$ cat config.mk
export PLATFORM = sky130hd
export DESIGN_NAME = mem_access_stage
export DESIGN_NICKNAME = d
export VERILOG_FILES = /design/src/rtl/mem_access_stage.sv
export SDC_FILE = /design/constraint.sdc
export NUM_CORES = 1
export LEC_CHECK = 0
export ABC_AREA = 1
export CORE_ASPECT_RATIO = 1.75
export CORE_MARGIN = 4
export CORE_UTILIZATION = 40
export DETAILED_ROUTE_END_ITERATION = 10
export PLACE_DENSITY = 0.84
export SYNTH_ARGS = -nofsm -noshare
export SYNTH_HDL_FRONTEND = slang
export SYNTH_SLANG_ARGS = --single-unit
$ cat constraint.sdc
create_clock -name clk -period 1.4 [get_ports clk]
set_input_delay 0.21 -clock clk [delete_from_list [all_inputs] [get_ports clk]]
set_output_delay 0.21 -clock clk [all_outputs]
set_load 0.02 [all_outputs]
$ cat src/rtl/mem_access_stage.sv
// mem_access_stage
// Memory-access stage between execute and writeback. Accepts one instruction
// at a time. LDW/STW run a req/ack transaction with data memory, bounded by a
// TIMEOUT-cycle wait. Every instruction ends in a registered one-cycle
// wb_valid pulse carrying the from_mem / not_from_mem / opcode / dst bundle.
// Non-memory and misaligned instructions complete one cycle after accept.
//
// Parameters:
//   TIMEOUT        cycles mem_req may wait for mem_ack (1..255)
//   OP_LDW/OP_STW  load/store opcode encodings of the core's ISA
// Ports:
//   clk, rst_n                 clock, async active-low reset
//   in_valid/in_ready          instruction handshake from execute
//   in_opcode, in_alu_result,
//   in_store_data, in_dst      instruction fields
//   mem_req/mem_we/mem_addr/
//   mem_wdata                  registered request to data memory
//   mem_ack/mem_rdata          memory completion and read data
//   wb_valid                   one-cycle pulse: wb_* bundle is new
//   wb_opcode, wb_from_mem,
//   wb_not_from_mem, wb_dst,
//   wb_fault                   writeback bundle (held between pulses)
module mem_access_stage #(
    parameter int unsigned TIMEOUT = 255,
    parameter logic [5:0]  OP_LDW  = 6'h23,
    parameter logic [5:0]  OP_STW  = 6'h2B
) (
    input  logic        clk,
    input  logic        rst_n,
    input  logic        in_valid,
    output logic        in_ready,
    input  logic [5:0]  in_opcode,
    input  logic [31:0] in_alu_result,
    input  logic [31:0] in_store_data,
    input  logic [4:0]  in_dst,
    output logic        mem_req,
    output logic        mem_we,
    output logic [31:0] mem_addr,
    output logic [31:0] mem_wdata,
    input  logic        mem_ack,
    input  logic [31:0] mem_rdata,
    output logic        wb_valid,
    output logic [5:0]  wb_opcode,
    output logic [31:0] wb_from_mem,
    output logic [31:0] wb_not_from_mem,
    output logic [4:0]  wb_dst,
    output logic        wb_fault
);

    typedef enum logic {IDLE, BUSY} state_e;

    localparam logic [7:0] LAST_CNT = 8'(TIMEOUT - 1);

    state_e      state_q, state_d;
    logic [7:0]  cnt_q, cnt_d;
    logic [5:0]  op_q, op_d;
    logic [4:0]  dst_q, dst_d;
    logic        mem_req_q, mem_req_d;
    logic        mem_we_q, mem_we_d;
    logic [31:0] mem_addr_q, mem_addr_d;
    logic [31:0] mem_wdata_q, mem_wdata_d;
    logic        wb_valid_q, wb_valid_d;
    logic [5:0]  wb_opcode_q, wb_opcode_d;
    logic [31:0] wb_from_mem_q, wb_from_mem_d;
    logic [31:0] wb_not_from_mem_q, wb_not_from_mem_d;
    logic [4:0]  wb_dst_q, wb_dst_d;
    logic        wb_fault_q, wb_fault_d;

    logic accept;
    logic in_is_mem;
    logic in_misaligned;
    logic start_mem;
    logic done_ack;
    logic done_timeout;

    assign in_ready      = (state_q == IDLE);
    assign accept        = in_valid & in_ready;
    assign in_is_mem     = (in_opcode == OP_LDW) || (in_opcode == OP_STW);
    assign in_misaligned = (in_alu_result[1:0] != 2'b00);
    assign start_mem     = accept & in_is_mem & ~in_misaligned;
    // Ack in the last wait cycle wins over the timeout.
    assign done_ack      = (state_q == BUSY) & mem_ack;
    assign done_timeout  = (state_q == BUSY) & ~mem_ack & (cnt_q == LAST_CNT);

    // State register and all datapath flops
    always_ff @(posedge clk or negedge rst_n) begin
        if (!rst_n) begin
            state_q           <= IDLE;
            cnt_q             <= '0;
            op_q              <= '0;
            dst_q             <= '0;
            mem_req_q         <= 1'b0;
            mem_we_q          <= 1'b0;
            mem_addr_q        <= '0;
            mem_wdata_q       <= '0;
            wb_valid_q        <= 1'b0;
            wb_opcode_q       <= '0;
            wb_from_mem_q     <= '0;
            wb_not_from_mem_q <= '0;
            wb_dst_q          <= '0;
            wb_fault_q        <= 1'b0;
        end else begin
            state_q           <= state_d;
            cnt_q             <= cnt_d;
            op_q              <= op_d;
            dst_q             <= dst_d;
            mem_req_q         <= mem_req_d;
            mem_we_q          <= mem_we_d;
            mem_addr_q        <= mem_addr_d;
            mem_wdata_q       <= mem_wdata_d;
            wb_valid_q        <= wb_valid_d;
            wb_opcode_q       <= wb_opcode_d;
            wb_from_mem_q     <= wb_from_mem_d;
            wb_not_from_mem_q <= wb_not_from_mem_d;
            wb_dst_q          <= wb_dst_d;
            wb_fault_q        <= wb_fault_d;
        end
    end

    // Next-state logic
    always_comb begin
        state_d = state_q;
        case (state_q)
            IDLE:    if (start_mem) state_d = BUSY;
            BUSY:    if (done_ack || done_timeout) state_d = IDLE;
            default: state_d = IDLE;
        endcase
    end

    // Output / datapath logic
    always_comb begin
        cnt_d             = cnt_q;
        op_d              = op_q;
        dst_d             = dst_q;
        mem_req_d         = mem_req_q;
        mem_we_d          = mem_we_q;
        mem_addr_d        = mem_addr_q;
        mem_wdata_d       = mem_wdata_q;
        wb_valid_d        = 1'b0;
        wb_opcode_d       = wb_opcode_q;
        wb_from_mem_d     = wb_from_mem_q;
        wb_not_from_mem_d = wb_not_from_mem_q;
        wb_dst_d          = wb_dst_q;
        wb_fault_d        = wb_fault_q;

        case (state_q)
            IDLE: begin
                if (start_mem) begin
                    mem_req_d   = 1'b1;
                    mem_we_d    = (in_opcode == OP_STW);
                    mem_addr_d  = in_alu_result;
                    mem_wdata_d = in_store_data;
                    op_d        = in_opcode;
                    dst_d       = in_dst;
                    cnt_d       = '0;
                end else if (accept) begin
                    // Non-memory op or misaligned access: complete immediately
                    wb_valid_d        = 1'b1;
                    wb_opcode_d       = in_opcode;
                    wb_from_mem_d     = '0;
                    wb_not_from_mem_d = in_alu_result;
                    wb_dst_d          = in_dst;
                    wb_fault_d        = in_is_mem;
                end
            end
            BUSY: begin
                if (done_ack || done_timeout) begin
                    mem_req_d   = 1'b0;
                    wb_valid_d  = 1'b1;
                    wb_opcode_d = op_q;
                    // mem_addr_q holds the latched ALU result for the whole access
                    wb_not_from_mem_d = mem_addr_q;
                    wb_dst_d          = dst_q;
                    wb_fault_d        = done_timeout;
                    wb_from_mem_d     = (done_ack && !mem_we_q) ? mem_rdata : '0;
                end else begin
                    cnt_d = cnt_q + 8'd1;
                end
            end
            default: ;
        endcase
    end

    assign mem_req         = mem_req_q;
    assign mem_we          = mem_we_q;
    assign mem_addr        = mem_addr_q;
    assign mem_wdata       = mem_wdata_q;
    assign wb_valid        = wb_valid_q;
    assign wb_opcode       = wb_opcode_q;
    assign wb_from_mem     = wb_from_mem_q;
    assign wb_not_from_mem = wb_not_from_mem_q;
    assign wb_dst          = wb_dst_q;
    assign wb_fault        = wb_fault_q;

endmodule

==> reports/qor.csv <==
stage,metric,value,unit
timing,fmax,0.629,GHz
critical_path,r2r worst-path depth,12,
timing,fin crit share,114,%
grt,overall routing resource usage,26.4,%
pwr,Pwr per Cell Area,966,nW/um^2
synth,"count leader, synth",nand2_1,
timing,setup violators final,140,
synth,Synth cell types,21,
route,Via density,5.09,
clocking,CTS tree,done,
outcome,outcome,"complete, but fails checks",
synth,"area leader, netlist",dfrtp_1,
route,wire length per cell,19.1,um
timing,final slew viol count,0,
critical_path,"Max FO, Critical Path",5,
timing,Worst Max-Slew Pin Slew,0.423,ns
final_layout,final design area excluding fillers,12600,um^2
critical_path,WP data required,1.71,ns
critical_path,worst r2r dst,cnt_q[5]$_DFFE_PN0P_,
critical_path,Critical Path Start Type,flip-flop,
grt,largest net degree at the start of global routing,45,
placed_design,Port Buf Inserts,254,
grt,antenna violations before repair,1,
pwr,Reg power frac,43.5,%
route,residual DRC count,0,
route,1st-iter DRT viols,337,
critical_path,Critical Path AT,1.90,ns
job,MaxCap Viol Count,0,
synth,sequential area share after synthesis,59.2,%
clocking,"Clk Latency, worst-skew pair",0.43,ns
clocking,cts bufs inserted,17,
placed_design,hpwl dp,14500,um
grt,total gr overflow,0,
pwr,Clock power frac,38.4,%
clocking,clock-pin slew on the worst setup and hold paths,0.06,ns
clocking,H-tree depth,4,
critical_path,Setup CP Type,flip-flop to flip-flop,
route,met2 WL,14700,um
floorplan,Die Span Y,182,um
critical_path,crit path cell chain,inv_2 -> ha_4 -> inv_2 -> nor2_4 -> nand2_4 -> nand2_8 -> buf_12 -> buf_8 -> nand2_8 -> buf_6 -> nand2_2 -> nand2_2,
timing,Fin. Hold Viols,0,
placed_design,DP Cell Count,1311,
final_layout,share of layout cells above drive strength 1,37.2,%
synth,number of synthesized register bits,163,
timing,Final min period,1.59,ns
pwr,VDD IR max,0.000838,V
route,Final ANT Viol Nets,0,
synth,"FFs w/ async S/R, synth",100,%
floorplan,Initial Util,40.7,%
synth,Most used DFF post-synth,dfrtp_1,
pwr,Power Total,0.0122,W
synth,commonest cells in the netlist,"405 x nand2_1, 163 x dfrtp_1, 79 x o21ai_0",
synth,Synth area leaders,"dfrtp_1 59%, nand2_1 22%, o21ai_0 5.7%",
critical_path,slowest CP cell,dfrtp_1,
floorplan,Core Region,16900,um^2
synth,Synth Instances,833,
grt,first-pass GRT wire length,39800,um
final_layout,Layout Nets,1270,
timing,Layout Skew,0.0104,ns
route,DR vias,7101,
pwr,total net switching power,0.00335,W
clocking,Root Buffer,clkbuf_16,
route,drt first pass iters,5,
timing,setup TNS,-17.25,ns
timing,RSZ-0062 raised after global routing,true,
route,DR top layer,met5,
pwr,combinational share of power,18.1,%
clocking,CTS Sinks,163,
synth,Syn Area/Cell,8.27,um^2
route,drt total wl,26700,um
route,wire length on met3,1570,um
clocking,clk buf depth,2,
route,wl on met1,9050,um
final_layout,Syn-to-layout area delta,83.0,%
synth,top cell type's share of synthesized area,59.2,%
final_layout,fin cells,1395,
floorplan,row count,63,
critical_path,endpoint class of the critical path,flip-flop,
synth,synthesized cell area,6890,um^2
synth,Ys Warns,0,
critical_path,launch point of the worst reg-to-reg path,cnt_q[0]$_DFFE_PN0P_,
pwr,P_leak,6.70,nW
placed_design,"Cell Area, Placed",10000,um^2
outcome,failing checks,setup timing,
synth,Post-synth EDFFs,0,
floorplan,Die W,107,um
critical_path,r2r setup slk,-0.19,ns
placed_design,RD Place Congestion,0.793,
timing,post-route worst setup slack,-0.191,ns
final_layout,final core occ,74.4,%
critical_path,CP max stage delay,0.39,ns
pwr,Int Pwr,0.00883,W
hold_path,hold crit path type,input port to asynchronous set/reset pin,
synth,Mapped Nets,946,
floorplan,I/O Pins,255,
floorplan,Die Footprint,19500,um^2
pwr,Sw Ratio,27.5,%
grt,vias in the first global route,7407,
timing,relative slew slack,71.8,%
through the flow:
stage / hold WS (ns) / setup slack [ns]
floorplan: -0.0856 / -0.0581
detailed placement: 0.152 / -0.491
global route: 0.285 / -0.268
finish: 0.262 / -0.191
CTS: 0.270 / -0.195
global placement: 0.150 / -0.422
state kept, by name, indices dropped and copies added, names as in the netlist:
name,count
state_q,1
wb_valid,1
cnt_q,8
wb_not_from_mem,32
mem_req,1
wb_fault,1
wb_from_mem,32
mem_we,1
wb_dst,5
dst_q,5
mem_wdata,32
wb_opcode,6
op_q,6
mem_addr,32
critical path, delay by kind of cell, from the launching register on:
| family | cells | cell delay, ns |
|---|---|---|
| adder cells (fa/ha/maj) | 1 | 0.13 |
| flip-flops | 1 | 0.39 |
| buffers and inverters | 5 | 0.48 |
| AND/OR/NAND/NOR | 6 | 0.48 |
per-layer routing:
metal / up-vias / GRT usage, %
met5: - / 0
met4: 2 / 14.4
met3: 99 / 5.23
met2: 317 / 48.1
met1: 3441 / 28.0
li1: 3242 / -
cells by family after synthesis:
group	after synthesis	share of synthesized area, %
AOI/OAI and AO/OA	83	6.23
xor gates and xnor gates	3	0.381
and+or+nand+nor	480	27.4
buffers and inverters	102	6.43
DFF	163	59.2
adders and majority gates	2	0.363
final cells by class:
cell class	instances	area (um^2)
fillers	1106	4340
repair buffers	349	3840
diodes	1	2.50
well taps	227	284
clock inverters	10	136
clock buffers	19	443
multi-input cells	569	3590
inverters	57	239
flip-flops and latches	163	4080
power groups by stage:
stage | registers (W) | clock network (W) | logic (W)
2_1_floorplan | 0.00563 | 0 | 0.000396
3_3_place_gp | 0.00528 | 0 | 0.00193
3_5_place_dp | 0.00529 | 0 | 0.00197
4_1_cts | 0.00524 | 0.00475 | 0.00207
5_1_grt | 0.00534 | 0.00494 | 0.00235
6_report | 0.00530 | 0.00468 | 0.00220
layout by cell type, fill, tap and decap left out, types with 18 or more instances in the layout:
master	count
buf_12	29
dlygate4sd2_1	68
buf_4	31
clkbuf_16	19
clkdlybuf4s15_1	32
o21ai_2	18
dfrtp_1	162
nand3_1	34
clkbuf_2	38
nand2_1	198
nand2_4	83
buf_16	19
nand2_2	124
o21ai_0	53
inv_1	51
clkdlybuf4s50_1	109
how the worst max path moves through the flow:
stage,startpoint,endpoint,slack [ns],cells past startpoint
finish,cnt_q[0]$_DFFE_PN0P_,cnt_q[5]$_DFFE_PN0P_,-0.19,12
global route,cnt_q[0]$_DFFE_PN0P_,cnt_q[5]$_DFFE_PN0P_,-0.27,12
CTS,cnt_q[0]$_DFFE_PN0P_,wb_from_mem[25]$_DFFE_PN0P_,-0.20,10
detailed placement,in_opcode[2],wb_not_from_mem[28]$_DFFE_PN0P_,-0.49,9
global placement,in_opcode[2],wb_opcode[0]$_DFFE_PN0P_,-0.42,9
floorplan,cnt_q[0]$_DFFE_PN0P_,wb_from_mem[27]$_DFFE_PN0P_,-0.06,11
timing repair:
item                       4_1_cts  5_1_grt
gates cloned                    26        2
resized for setup              391      321
buffers inserted                28        7
hold endpoints to repair        31        0
setup endpoints to repair      293      204
hold buffers                     1        0
pin swaps                       29       40
Power figures use the tool's default switching activity.
